### src/rtl/vga_sync_gen.sv
// rtl/vga_sync_gen.sv - pixel-rate divider, scan counters and registered VGA sync/blanking
module vga_sync_gen #(
    parameter int CLK_DIV   = 4,
    parameter int H_DISPLAY = 640,
    parameter int H_FRONT   = 16,
    parameter int H_SYNC    = 96,
    parameter int H_BACK    = 48,
    parameter int V_DISPLAY = 480,
    parameter int V_FRONT   = 10,
    parameter int V_SYNC    = 2,
    parameter int V_BACK    = 33,
    parameter int SYNC_POL  = 0
) (
    input  logic       clk,
    input  logic       reset,
    output logic       p_tick,
    output logic [9:0] x,
    output logic [9:0] y,
    output logic       video_on,
    output logic       hsync,
    output logic       vsync,
    output logic       frame_start
);
    localparam int H_TOTAL = H_DISPLAY + H_FRONT + H_SYNC + H_BACK;
    localparam int V_TOTAL = V_DISPLAY + V_FRONT + V_SYNC + V_BACK;

    localparam logic [3:0] DIV_LAST = 4'(CLK_DIV - 1);
    localparam logic [9:0] H_LAST   = 10'(H_TOTAL - 1);
    localparam logic [9:0] V_LAST   = 10'(V_TOTAL - 1);
    localparam logic [9:0] H_VIS    = 10'(H_DISPLAY);
    localparam logic [9:0] V_VIS    = 10'(V_DISPLAY);
    localparam logic [9:0] HS_BEG   = 10'(H_DISPLAY + H_FRONT);
    localparam logic [9:0] HS_END   = 10'(H_DISPLAY + H_FRONT + H_SYNC);
    localparam logic [9:0] VS_BEG   = 10'(V_DISPLAY + V_FRONT);
    localparam logic [9:0] VS_END   = 10'(V_DISPLAY + V_FRONT + V_SYNC);
    localparam logic       SYNC_ACT = (SYNC_POL != 0);

    logic [3:0] div_cnt;
    logic [9:0] x_next;
    logic [9:0] y_next;

    assign p_tick      = (div_cnt == DIV_LAST);
    assign frame_start = p_tick && (x == H_LAST) && (y == V_LAST);

    always_comb begin
        x_next = x;
        y_next = y;
        if (p_tick) begin
            if (x == H_LAST) begin
                x_next = '0;
                y_next = (y == V_LAST) ? '0 : y + 10'd1;
            end else begin
                x_next = x + 10'd1;
            end
        end
    end

    // Sync/blank registers are fed from x_next/y_next so they stay aligned with x/y.
    always_ff @(posedge clk or posedge reset) begin
        if (reset) begin
            div_cnt  <= '0;
            x        <= '0;
            y        <= '0;
            video_on <= 1'b1;
            hsync    <= ~SYNC_ACT;
            vsync    <= ~SYNC_ACT;
        end else begin
            div_cnt  <= p_tick ? 4'd0 : div_cnt + 4'd1;
            x        <= x_next;
            y        <= y_next;
            video_on <= (x_next < H_VIS) && (y_next < V_VIS);
            hsync    <= ((x_next >= HS_BEG) && (x_next < HS_END)) ? SYNC_ACT : ~SYNC_ACT;
            vsync    <= ((y_next >= VS_BEG) && (y_next < VS_END)) ? SYNC_ACT : ~SYNC_ACT;
        end
    end
endmodule

### config.mk
export PLATFORM = sky130hd
export DESIGN_NAME = vga_sync_gen
export DESIGN_NICKNAME = d
export VERILOG_FILES = /design/src/rtl/vga_sync_gen.sv
export SDC_FILE = /design/constraint.sdc
export NUM_CORES = 1
export LEC_CHECK = 0
export ABC_AREA = 1
export CAP_MARGIN = 30
export CELL_PAD_IN_SITES_DETAIL_PLACEMENT = 0
export CELL_PAD_IN_SITES_GLOBAL_PLACEMENT = 2
export CORE_ASPECT_RATIO = 0.6
export CORE_UTILIZATION = 32
export DETAILED_ROUTE_END_ITERATION = 7
export PLACE_DENSITY_LB_ADDON = 0.1
export SYNTH_ARGS = -nofsm -noshare
export SYNTH_HDL_FRONTEND = slang
export SYNTH_SLANG_ARGS = --single-unit
### constraint.sdc
create_clock -name clk -period 4.2 [get_ports clk]
set_input_delay 0.42 -clock clk [delete_from_list [all_inputs] [get_ports clk]]
set_output_delay 0.42 -clock clk [all_outputs]
set_load 0.05 [all_outputs]
After elaboration in Yosys (flattened, before gate mapping)
Cells that the tools add are included.
Cells by class
  multiplexer cells: 8
  reductions and logical operators: 5
  equal/unequal tests: 3
  $lt $le $gt $ge: 6
  add/sub/neg operators: 3
Operator list (number)
  two-way mux 10 bit: 5
  adder 10 x 1 -> 10 bit, second input constant: 2
  equality test 10 bit, second input constant: 2
  < comparator 10 bit, second input constant: 2
  < comparator 10 x 9 -> 1 bit, second input constant: 2
  >= comparator 10 bit, second input constant: 1
  >= comparator 10 x 9 -> 1 bit, second input constant: 1
  logical AND 1 bit: 5
  adder 4 x 1 -> 4 bit, second input constant: 1
  equality test 4 x 2 -> 1 bit, second input constant: 1
  two-way mux 4 bit: 1
  two-way mux 1 bit: 2
Word-level totals
  bits of input ports: 2
  logic and storage cells: 31
  output and inout bits: 25
  bits in registers: 27

Longest topological paths before layout
  word-level depth: 7
  mapped depth: 12
  mapped depth without buffers: 12

Worst setup path before layout
OpenSTA, ideal clock, no wires.
  path type: reg2out
  start point: register x[0]
  end point: output frame_start
  required time: 3.780 ns
  setup slack: 1.999 ns
  path buffers: 0
  arrival: 1.781 ns
  cell stages (with the launch flop): 8
  cells stage by stage: dfrtp_1 ha_1 nand3_2 inv_2 nand3_4 nor2_4 nand2_1 inv_1
Between the ends
  word-level cells in the longest chain between the ends: 3
Ends and longest elaborated chain
  from (decl): RTL line 17  | output logic [9:0] x,
  from (signal assigned): RTL line 69  | x <= x_next;
  equality test 10 bit: RTL line 43  | assign frame_start = p_tick && (x == H_LAST) && (y == V_LAST);
  logical AND 1 bit (2 in a row): RTL line 43
  to (decl): RTL line 22  | output logic frame_start
No other way between the ends.

Worst setup path after layout
Same ends and word-level chain as after synthesis.

==> reports/results.txt <==
The run finished with clean final reports. Entering global routing, the biggest net connects 24 pins. The initial antenna violation count is 0. Across the VDD grid, the largest voltage drop is 0.09692 mV. After global routing the overflow that remains totals 0.

Across the run, the number of max-cap violations was 0. For this design the top-level I/O count stands at 27. The tools report the post-synthesis instance area as 1692 µm². The worst setup path is launched from a flop. In this run the mean area of a mapped cell was 6.990 µm². Summed over all layers, the routed wires come to 4376 µm.

The run gives 0.4016 as the post-synthesis sequential area ratio. The endpoint kind of the worst setup timing path was an output port. For this design the ratio of total power to cell area is 201.8 nW/µm². TritonCTS built the clock tree.

The worst hold path cell count works out to 1. The total nets after synthesis was 248. The critical register-to-register path startpoint was x[0].

The floorplan has 20 rows. Synthesis instantiated 23 different standard cells from the library. After detailed routing, the number of remaining DRC violations is 0. For the number of violations reported at the end of detailed-routing iteration 0, the log shows 64. The hold-critical path endpoint is div_cnt[0].

The tree built by TritonCTS fans out to 27 sinks. At the worst endpoint, the arrival time is 2560 ps. Start-to-end type of the worst setup path: reg -> out.

The clock slew at the register clock pins of the worst setup and hold paths is 90 ps. Final-layout fill cell count: 533. In this run the worst path has a maximum fanout of 13. The fraction of post-synthesis cell area in the top cell type by area was 0.3550; the final count of negative-setup-slack endpoints was 0.

The total of buffers placed on input and output ports works out to 26. Final HPWL from detailed placement: 3408 µm. After detailed routing, the average wire length per cell comes to 12.99 µm. The run gives 0 as the final max-slew violation count. The final period utilization is 0.7099. The tools report the area enclosed by the die boundary as 5591 µm². Yosys attributes the largest share of cell area to sky130_fd_sc_hd__dfrtp_1 (36%), sky130_fd_sc_hd__nand2_1 (14%), sky130_fd_sc_hd__inv_1 (10%), sky130_fd_sc_hd__nand3_1 (8.6%), sky130_fd_sc_hd__nor2_1 (5.5%). The clock reaches the later pin of the worst-skew pair after 280 ps. The sequential cells in the finished layout cover a total of 679.4 µm². The ratio of cells with drive above 1 in the final layout was 0.08856. The number of vias per cell is 4.599. For the relative max-transition margin, the log shows 0.5753.

In this run, synthesis produced a sequential element count of 27. The synthesized design spends more area on one cell type than any other, namely sky130_fd_sc_hd__dfrtp_1. The min-delay analysis places its worst path in the category reg -> reg. Walking the worst path, the cells encountered are ha_1 -> nand3_2 -> inv_2 -> nand3_4 -> nor2_4 -> nand2_1 -> inv_1 -> clkdlybuf4s50_1. Counting I/O delays and the setup requirement, the final critical path takes 2982 ps. The first global-routing pass estimated 7334 µm of wire. Count of nets left with antenna violations after detail routing: 0.

The x dimension of the die was 95.87 µm. The tools report the final hold violation count as 0. Summing all non-filler instances in the final layout gives an area of 2093 µm². In this run the vertical extent of the chip is 58.32 µm. Clock root buffer: sky130_fd_sc_hd__clkbuf_8.

The tools report the cts-stage hold buffer count as 0. The number of setup buffers added after CTS is 0, and the number of buffers created by CTS is 3. The logs give 2340 ps for the slack of the worst reg-to-reg path and 0.1780 for the global-route usage over all layers.

Setup repair after global routing left no endpoint under its margin. The area overhead of the layout relative to synthesis is 23.74%, and the number of instances resized during post-cts repair is 0. The analysis attributes to cell leakage a power of 0.001038 µW. During synthesis, Yosys emitted a total of 0 warnings. The multi-input combinational cells in the finished layout cover a total of 803.3 µm².

The via count of the first global-routing pass was 1,432; the post-place instance area was 2048 µm². Based on the critical path, the design can be clocked at up to 335.4 MHz. The region available for standard cell placement spans 5080 µm². Actual slew at the worst max-slew pin: 636.4 ps. The run gives 0.7951 as the routability congestion estimate.

The number of antenna diodes in the final layout is 0. The initial core utilization came out at 0.3330. Synthesis produced a netlist whose cell count is 242.

The number of levels the H-tree was split into was 1. For this design, the slowest cell found on the critical path is sky130_fd_sc_hd__clkdlybuf4s50_1. For the worst setup path, the data required time is 3780 ps.

First-pass detailed-route iteration total: 4. For the worst-case clock buffer depth, the log shows 2. Destination of the worst register-to-register timing path: vsync. Adding up every negative setup slack in the final design gives 0 ps. For this run, the slowest stage of the critical path takes 790 ps. Counting cells, the worst reg-to-reg path comes to 10. The routed layout has 1,550 vias. Between clock sinks in the finished design, the worst skew comes to 14.79 ps. The net count of the finished layout is 278.

The worst hold path begins at div_cnt[0].
[metrics by stage]
stage	util	std cells	total power (µW)	hold WS, ps	setup WS, ps
finish	0.4121	337	422.4	480.9	1218
global route	0.4121	337	441.6	502.2	995.9
CTS	0.4121	337	430.4	482.7	1175
detailed placement	0.4032	333	275.0	469.7	1501
global placement	0.3978	332	271.7	449.2	1540
floorplan	-	242	268.7	433.1	1999
[cells in the mapped netlist, drive strengths merged]
cell type,number
nor2,32
buf,3
nand4,10
a21oi,2
nand3,33
inv,49
dfstp,3
nand2,65
or2,1
o21ai,11
xor2,2
ha,4
nor3,2
dfrtp,24
clkinv,1
[worst max-delay path by stage]
stage,endpoint,startpoint,slack [ps],cells past startpoint
after floorplan,frame_start,x[0],2000,7
after global placement,frame_start,x[0],1540,8
final,frame_start,x[0],1220,8
after CTS,frame_start,x[0],1170,8
after detailed placement,frame_start,x[0],1500,8
after global routing,frame_start,x[0],1000,8
[logic make-up after synthesis]
logic type	synth area share
AND/OR/NAND/NOR	0.3920
XOR/XNOR	0.01036
flip-flops	0.4016
AO/OA/AOI/OAI	0.04290
adder cells (fa/ha/maj)	0.02959
buffers and inverters	0.1235
[worst max-delay path: cells and delay by family, from the launching register on]
| family | cells | cell delay [ps] |
|---|---|---|
| adders and majority gates | 1 | 200 |
| buffers and inverters | 3 | 980 |
| DFF | 1 | 420 |
| and+or+nand+nor | 4 | 680 |
[layout make-up]
cell class	instances	share of cell area
Tap cell	66	0.03945
Inverter	50	0.08966
Multi-Input combinational cell	162	0.3837
Clock buffer	4	0.02152
Sequential cell	27	0.3246
Timing Repair Buffer	28	0.1411
[cells in the final DEF, fill, tap and decap left out]
cell type and instances:
sky130_fd_sc_hd__nor2_4 2, sky130_fd_sc_hd__nand2_1 65, sky130_fd_sc_hd__xor2_1 2, sky130_fd_sc_hd__buf_16 1, sky130_fd_sc_hd__nand3_4 1, sky130_fd_sc_hd__o21ai_2 2, sky130_fd_sc_hd__or2_2 1, sky130_fd_sc_hd__inv_1 47
sky130_fd_sc_hd__a21oi_1 2, sky130_fd_sc_hd__nor3_1 2, sky130_fd_sc_hd__clkbuf_1 1, sky130_fd_sc_hd__dfstp_2 3, sky130_fd_sc_hd__clkdlybuf4s50_1 26, sky130_fd_sc_hd__buf_4 1, sky130_fd_sc_hd__nor2_2 5, sky130_fd_sc_hd__o21ai_0 8
sky130_fd_sc_hd__clkbuf_8 3, sky130_fd_sc_hd__ha_1 4, sky130_fd_sc_hd__clkinv_1 1, sky130_fd_sc_hd__inv_2 2, sky130_fd_sc_hd__nand3_2 3, sky130_fd_sc_hd__nor2_1 25, sky130_fd_sc_hd__dfrtp_1 24, sky130_fd_sc_hd__o21ai_1 1
sky130_fd_sc_hd__nand3_1 29, sky130_fd_sc_hd__nand4_1 10
[per-layer routing]
layer | track usage | wire length [µm] | share of wire
met2 | 0.2224 | 1548 | 0.35
met1 | 0.3026 | 2598 | 0.59
met3 | 0.04005 | 210 | 0.048
met5 | 0 | 0 | 0
met4 | 0.02559 | 19 | 0.0043
[where the power goes]
| group | switching [µW] | internal (µW) |
|---|---|---|
| clock network | 84.9 | 68.1 |
| logic | 6.05 | 3.44 |
| registers | 0 | 260 |
| total | 91.0 | 331 |
[registers in the layout, indices dropped and copies added (netlist names)]
name	flops
x	10
y	10
div_cnt	4
hsync	1
video_on	1
vsync	1
Power figures use the tool's default switching activity.
==> edit 1: new RTL, same settings <==
The parameter `H_BACK` goes from 48 to 24.
--- a/src/rtl/vga_sync_gen.sv
+++ b/src/rtl/vga_sync_gen.sv
@@ -4,7 +4,7 @@
     parameter int H_DISPLAY = 640,
     parameter int H_FRONT   = 16,
     parameter int H_SYNC    = 96,
-    parameter int H_BACK    = 48,
+    parameter int H_BACK    = 24,
     parameter int V_DISPLAY = 480,
     parameter int V_FRONT   = 10,
     parameter int V_SYNC    = 2,
Behaviour: no difference found for any inputs over 10 cycles, from zero or initial values and one cycle with reset high; that may be too few to reach the edited logic, so the function may still have changed.
==> edit 1 against the original RTL <==
Via count is 0.90% higher; power increased by 2.3%; cell area rose by 2.0%; hold slack worse by 0.071 ns; worst setup slack improved by 0.18 ns; routed wire length rose by 7.7%; sequential cell count is the same; die area grew 3.0%; area after synthesis grew 3.1%.
==> edit 1: results (changes against the original RTL) <==
.. list-table::
   :header-rows: 1

   * - Metric
     - Value
   * - Status
     - finished, final reports clean
   * - Part of the Yosys area used for sequential elements
     - 39.0% (-1.2 points)
   * - Via density
     - 4.71 (+2.4%)
   * - Top area cells in the synthesized netlist
     - sky130_fd_sc_hd__dfrtp_1 34%, sky130_fd_sc_hd__nand2_1 12%, sky130_fd_sc_hd__nand3_1 9.2%, sky130_fd_sc_hd__inv_1 8.0%, sky130_fd_sc_hd__nor2_1 5.8%
   * - Worst-path maximum fanout
     - 5 (-8)
   * - GP Congestion
     - 0.785 (-1.3%)
   * - N_diodes
     - 0 (unchanged)
   * - Total wire length after detailed routing
     - 4710 um (+7.7%)
   * - Clock skew after layout
     - 0.00455 ns (-0.0102 ns)
   * - Largest net degree at the start of global routing
     - 22 (-8.3%)
   * - Post-CTS resize count
     - 0 (unchanged)
   * - Netlist cell types
     - 29 (+26%)
   * - Violation count after the first detailed-route iteration
     - 72 (+13%)
   * - GRT Overall Usage
     - 17.8% (+0.026 points)
   * - CTS Buf Count
     - 3 (unchanged)
   * - Cell-internal power
     - 0.333 mW (+0.54%)
   * - Largest registers
     - x x10, y x10, div_cnt x4
   * - Wire length of the first global-routing pass
     - 7800 um (+6.3%)
   * - Actual slew at the worst max-slew pin
     - 0.515 ns (-0.122 ns)
   * - Setup fix buffers added after clock tree synthesis
     - 0 (unchanged)
   * - Critical path data arrival time
     - 2.38 ns (-0.18 ns)
   * - Share of cells above drive strength 1
     - 13.2% (+4.3 points)
   * - Initial antenna violation count
     - 0 (unchanged)
   * - Hold crit path type
     - in2async
   * - Area post-placement
     - 0.00208 mm^2 (+1.8%)
   * - Fraction of the mapped netlist area in adder cells
     - 2.87% (-0.089 points)
   * - Fill cells
     - 542 (+1.7%)
   * - Fraction of synthesized cell area in xor and xnor cells
     - 1.51% (+0.47 points)
   * - Total nets after synthesis
     - 244 (-1.6%)
   * - Leakage power
     - 1.00 nW (-3.4%)
   * - Buffers added on ports
     - 26 (unchanged)
   * - Register clock-pin slew on the reported worst setup and hold paths
     - 0.11 ns (+0.02 ns)
   * - Cell at the slowest stage of the critical path
     - sky130_fd_sc_hd__clkdlybuf4s50_1
   * - Compound-cell area share of the yosys netlist
     - 4.16% (-0.13 points)
   * - Commonest cells in the netlist
     - 55 x sky130_fd_sc_hd__nand2_1, 37 x sky130_fd_sc_hd__inv_1, 32 x sky130_fd_sc_hd__nand3_1, 27 x sky130_fd_sc_hd__nor2_1, 24 x sky130_fd_sc_hd__dfrtp_1
   * - NumNets Final
     - 273 (-1.8%)
   * - Worst IR Drop VDD
     - 0.107 mV (+11%)
   * - Via count of the first global-routing pass
     - 1,449 (+1.2%)
   * - DPL Wire Length
     - 3680 um (+7.9%)
   * - Cell family with the largest share of critical-path delay
     - buffers and inverters
[edit 1: cell types whose count changed after synthesis, moves of 3 or more]
cell and delta:
sky130_fd_sc_hd__inv_1 -10, sky130_fd_sc_hd__nand2_1 -10, sky130_fd_sc_hd__nand2_2 +3, sky130_fd_sc_hd__nand3_1 +3, sky130_fd_sc_hd__nor2_2 +3, sky130_fd_sc_hd__o21ai_0 -5
sky130_fd_sc_hd__o21ai_1 +3
[edit 1: layer usage]
metal  wire length (um)  share of wire [%]  global-route usage [%]
met1               2720                 58                    28.5
met2               1740                 37                    24.5
met3                224                4.8                    4.13
met5                  0                  0                       0
met4                 26               0.55                    1.89
[edit 1: per-stage QoR]
| step | cells | power (mW) | hold slack (ns) | util, % | setup slack, ns |
|---|---|---|---|---|---|
| 3_3_place_gp | 327 | 0.272 | 0.448 | 39.9 | 1.81 |
| 2_1_floorplan | 238 | 0.269 | 0.433 | - | 2.06 |
| 5_1_grt | 332 | 0.452 | 0.425 | 41.4 | 1.28 |
| 4_1_cts | 332 | 0.440 | 0.414 | 41.4 | 1.41 |
| 3_5_place_dp | 328 | 0.275 | 0.475 | 40.4 | 1.76 |
| 6_report | 332 | 0.432 | 0.410 | 41.4 | 1.40 |
[edit 1: layout make-up]
cell class / instances / area [um^2] / share of cell area, %
flip-flops and latches: 27 / 679 / 31.8
multi-input cells: 167 / 881 / 41.3
repair buffers: 27 / 288 / 13.5
clock inverters: 1 / 8.76 / 0.410
inverters: 41 / 154 / 7.21
well taps: 66 / 82.6 / 3.87
clock buffers: 3 / 41.3 / 1.93
[edit 1: worst paths after layout]
check	from	endpoint	slack, ns
worst max-delay path	x[0]$_DFF_PP0_	frame_start	1.40
worst min-delay path	reset	y[0]$_DFF_PP0_	0.41
worst max register to register	x[0]$_DFF_PP0_	vsync$_DFF_PP1_	2.34
worst min register to register	div_cnt[0]$_DFF_PP0_	div_cnt[0]$_DFF_PP0_	0.48
max in group asynchronous	reset	hsync$_DFF_PP1_	3.27
min in group clk	div_cnt[0]$_DFF_PP0_	div_cnt[0]$_DFF_PP0_	0.48
[edit 1: power groups by stage]
stage | registers [mW] | clock network (mW) | logic, mW
final | 0.260 | 0.163 | 0.00933
after global routing | 0.260 | 0.182 | 0.0107
after CTS | 0.260 | 0.170 | 0.00996
after detailed placement | 0.265 | 0 | 0.0100
after global placement | 0.265 | 0 | 0.00661
after floorplan | 0.265 | 0 | 0.00383
[edit 1: logic make-up (layout without fill, tap and decap cells)]
group	after synthesis	in the layout
AOI/OAI and AO/OA	12	12
xor gates and xnor gates	3	3
adders and majority gates	4	4
buffers and inverters	44	72
DFF	27	27
and+or+nand+nor	148	148
==> edit 2: new RTL, config.mk and constraints unchanged <==
Made on the original files. Remove the register `video_on`: a continuous assignment takes its place, so the output `video_on` follows one clock earlier.
--- a/src/rtl/vga_sync_gen.sv
+++ b/src/rtl/vga_sync_gen.sv
@@ -61,17 +61,17 @@
             div_cnt  <= '0;
             x        <= '0;
             y        <= '0;
-            video_on <= 1'b1;
             hsync    <= ~SYNC_ACT;
             vsync    <= ~SYNC_ACT;
         end else begin
             div_cnt  <= p_tick ? 4'd0 : div_cnt + 4'd1;
             x        <= x_next;
             y        <= y_next;
-            video_on <= (x_next < H_VIS) && (y_next < V_VIS);
             hsync    <= ((x_next >= HS_BEG) && (x_next < HS_END)) ? SYNC_ACT : ~SYNC_ACT;
             vsync    <= ((y_next >= VS_BEG) && (y_next < VS_END)) ? SYNC_ACT : ~SYNC_ACT;
         end
     end
+
+    assign video_on = (x_next < H_VIS) && (y_next < V_VIS);
 endmodule
 
Behaviour: same outputs for any inputs over 10 cycles, from zero or initial values and one cycle with reset high; that may be too few to reach the edited logic, so the function may still have changed.
==> edit 2 against the original RTL <==
Worst setup slack got worse by 0.52 ns; maximum frequency fell by 15%; sequential cell count fell by 1; highest routed layer unchanged; clock power rose by 34%; combinational power fell by 6.0%; largest cell class unchanged; count of clock-buffer cells in the layout fell by 1; area after synthesis fell by 4.2%; power rose by 9.8%; largest power group unchanged; cell area fell by 2.8%; routed wire length fell by 14%.
==> edit 2: results (changes against the original RTL) <==
.. list-table::
   :header-rows: 1

   * - Metric
     - Value
   * - Violation count after the first detailed-route iteration
     - 68 (+6.3%)
   * - Vias after detailed routing
     - 1,334 (-14%)
   * - Compound-cell area share of the yosys netlist
     - 6.25% (+2.0 points)
   * - Commonest cells in the netlist
     - 53 x sky130_fd_sc_hd__nand2_1, 37 x sky130_fd_sc_hd__inv_1, 24 x sky130_fd_sc_hd__dfrtp_1, 20 x sky130_fd_sc_hd__nor2_1, 19 x sky130_fd_sc_hd__nand3_1
   * - Via count of the first global-routing pass
     - 1,191 (-17%)
   * - Hold crit path type
     - in2async
   * - NumNets Final
     - 252 (-9.4%)
   * - Netlist cell types
     - 29 (+26%)
   * - Part of the Yosys area used for sequential elements
     - 40.3% (+0.15 points)
   * - Status
     - finished, final reports clean
   * - Fill cells
     - 477 (-11%)
   * - Fraction of synthesized cell area in xor and xnor cells
     - 1.08% (+0.046 points)
   * - Wire length of the first global-routing pass
     - 6330 um (-14%)
   * - Top area cells in the synthesized netlist
     - sky130_fd_sc_hd__dfrtp_1 37%, sky130_fd_sc_hd__nand2_1 12%, sky130_fd_sc_hd__inv_1 8.6%, sky130_fd_sc_hd__nand3_1 5.9%, sky130_fd_sc_hd__nor2_1 4.6%
   * - GRT Overall Usage
     - 15.7% (-2.1 points)
   * - DPL Wire Length
     - 2980 um (-13%)
   * - Area post-placement
     - 0.00196 mm^2 (-4.2%)
   * - Worst-path maximum fanout
     - 25 (+12)
   * - Actual slew at the worst max-slew pin
     - 0.651 ns (+0.0147 ns)
   * - Fraction of the mapped netlist area in adder cells
     - 3.09% (+0.13 points)
   * - Largest net degree at the start of global routing
     - 26 (+8.3%)
   * - Total wire length after detailed routing
     - 3770 um (-14%)
   * - Worst IR Drop VDD
     - 0.111 mV (+14%)
   * - Leakage power
     - 0.992 nW (-4.5%)
   * - Fraction of registers with async set/reset
     - 100% (unchanged)
   * - Share of cells above drive strength 1
     - 15.5% (+6.7 points)
   * - Area used by multi-input combinational logic
     - 790 um^2 (-1.7%)
   * - Critical path data arrival time
     - 3.08 ns (+0.52 ns)
   * - Clock skew after layout
     - 0.00445 ns (-0.0103 ns)
## edit 2: final timing paths
path	from	endpoint	slack [ns]	depth (start not counted)
max in group asynchronous	reset	hsync$_DFF_PP1_	3.32	3
worst min register to register	div_cnt[0]$_DFF_PP0_	div_cnt[0]$_DFF_PP0_	0.46	1
min in group clk	div_cnt[0]$_DFF_PP0_	div_cnt[0]$_DFF_PP0_	0.46	1
worst min-delay path	reset	y[7]$_DFF_PP0_	0.40	2
worst max register to register	div_cnt[0]$_DFF_PP0_	hsync$_DFF_PP1_	2.08	10
worst max-delay path	div_cnt[0]$_DFF_PP0_	video_on	0.70	14
## edit 2: critical path, cell delays in order (launching register included)
cell and delay, ns:
sky130_fd_sc_hd__dfrtp_1 0.38, sky130_fd_sc_hd__ha_1 0.20, sky130_fd_sc_hd__nand2_2 0.09, sky130_fd_sc_hd__nor2_4 0.51, sky130_fd_sc_hd__nand2_2 0.18, sky130_fd_sc_hd__inv_2 0.09
sky130_fd_sc_hd__nand3_1 0.11, sky130_fd_sc_hd__nand2_1 0.08, sky130_fd_sc_hd__nand2_1 0.06, sky130_fd_sc_hd__o21ai_2 0.07, sky130_fd_sc_hd__inv_2 0.05, sky130_fd_sc_hd__nand2_1 0.06
sky130_fd_sc_hd__inv_1 0.03, sky130_fd_sc_hd__nor2_1 0.09, sky130_fd_sc_hd__clkdlybuf4s50_1 0.80
## edit 2: cells by family (layout without fill, tap and decap cells)
logic type	count (synthesis)	after routing
adders and majority gates	4	4
xor gates and xnor gates	2	2
AOI/OAI and AO/OA	17	17
and+or+nand+nor	124	124
buffers and inverters	44	72
DFF	26	26
## edit 2: routing by layer
layer / share of wire, % / routed length (um) / global-route usage, %
met1: 59 / 2230 / 27.5
met2: 36 / 1350 / 18.6
met3: 4.5 / 170 / 3.60
met4: 0.50 / 19 / 2.64
met5: 0 / 0 / 0
## edit 2: power breakdown
part / internal, mW / switching [mW]
clock: 0.127 / 0.0774
sequential: 0.250 / 0
combinational: 0.00346 / 0.00545
## edit 2: per-stage QoR
stage | instances | power, mW | worst slack, ns | hold slack (ns)
after floorplan | 217 | 0.259 | 1.38 | 0.433
after global placement | 303 | 0.262 | 1.06 | 0.448
after detailed placement | 304 | 0.265 | 1.01 | 0.455
after CTS | 308 | 0.476 | 0.687 | 0.409
after global routing | 308 | 0.489 | 0.501 | 0.421
final | 308 | 0.464 | 0.697 | 0.400
## edit 2: area by class of cell
cell class	instances	area share, %
well taps	63	3.87
flip-flops and latches	26	32.1
inverters	41	7.56
repair buffers	27	14.1
multi-input cells	147	38.8
clock buffers	3	2.03
clock inverters	1	1.48
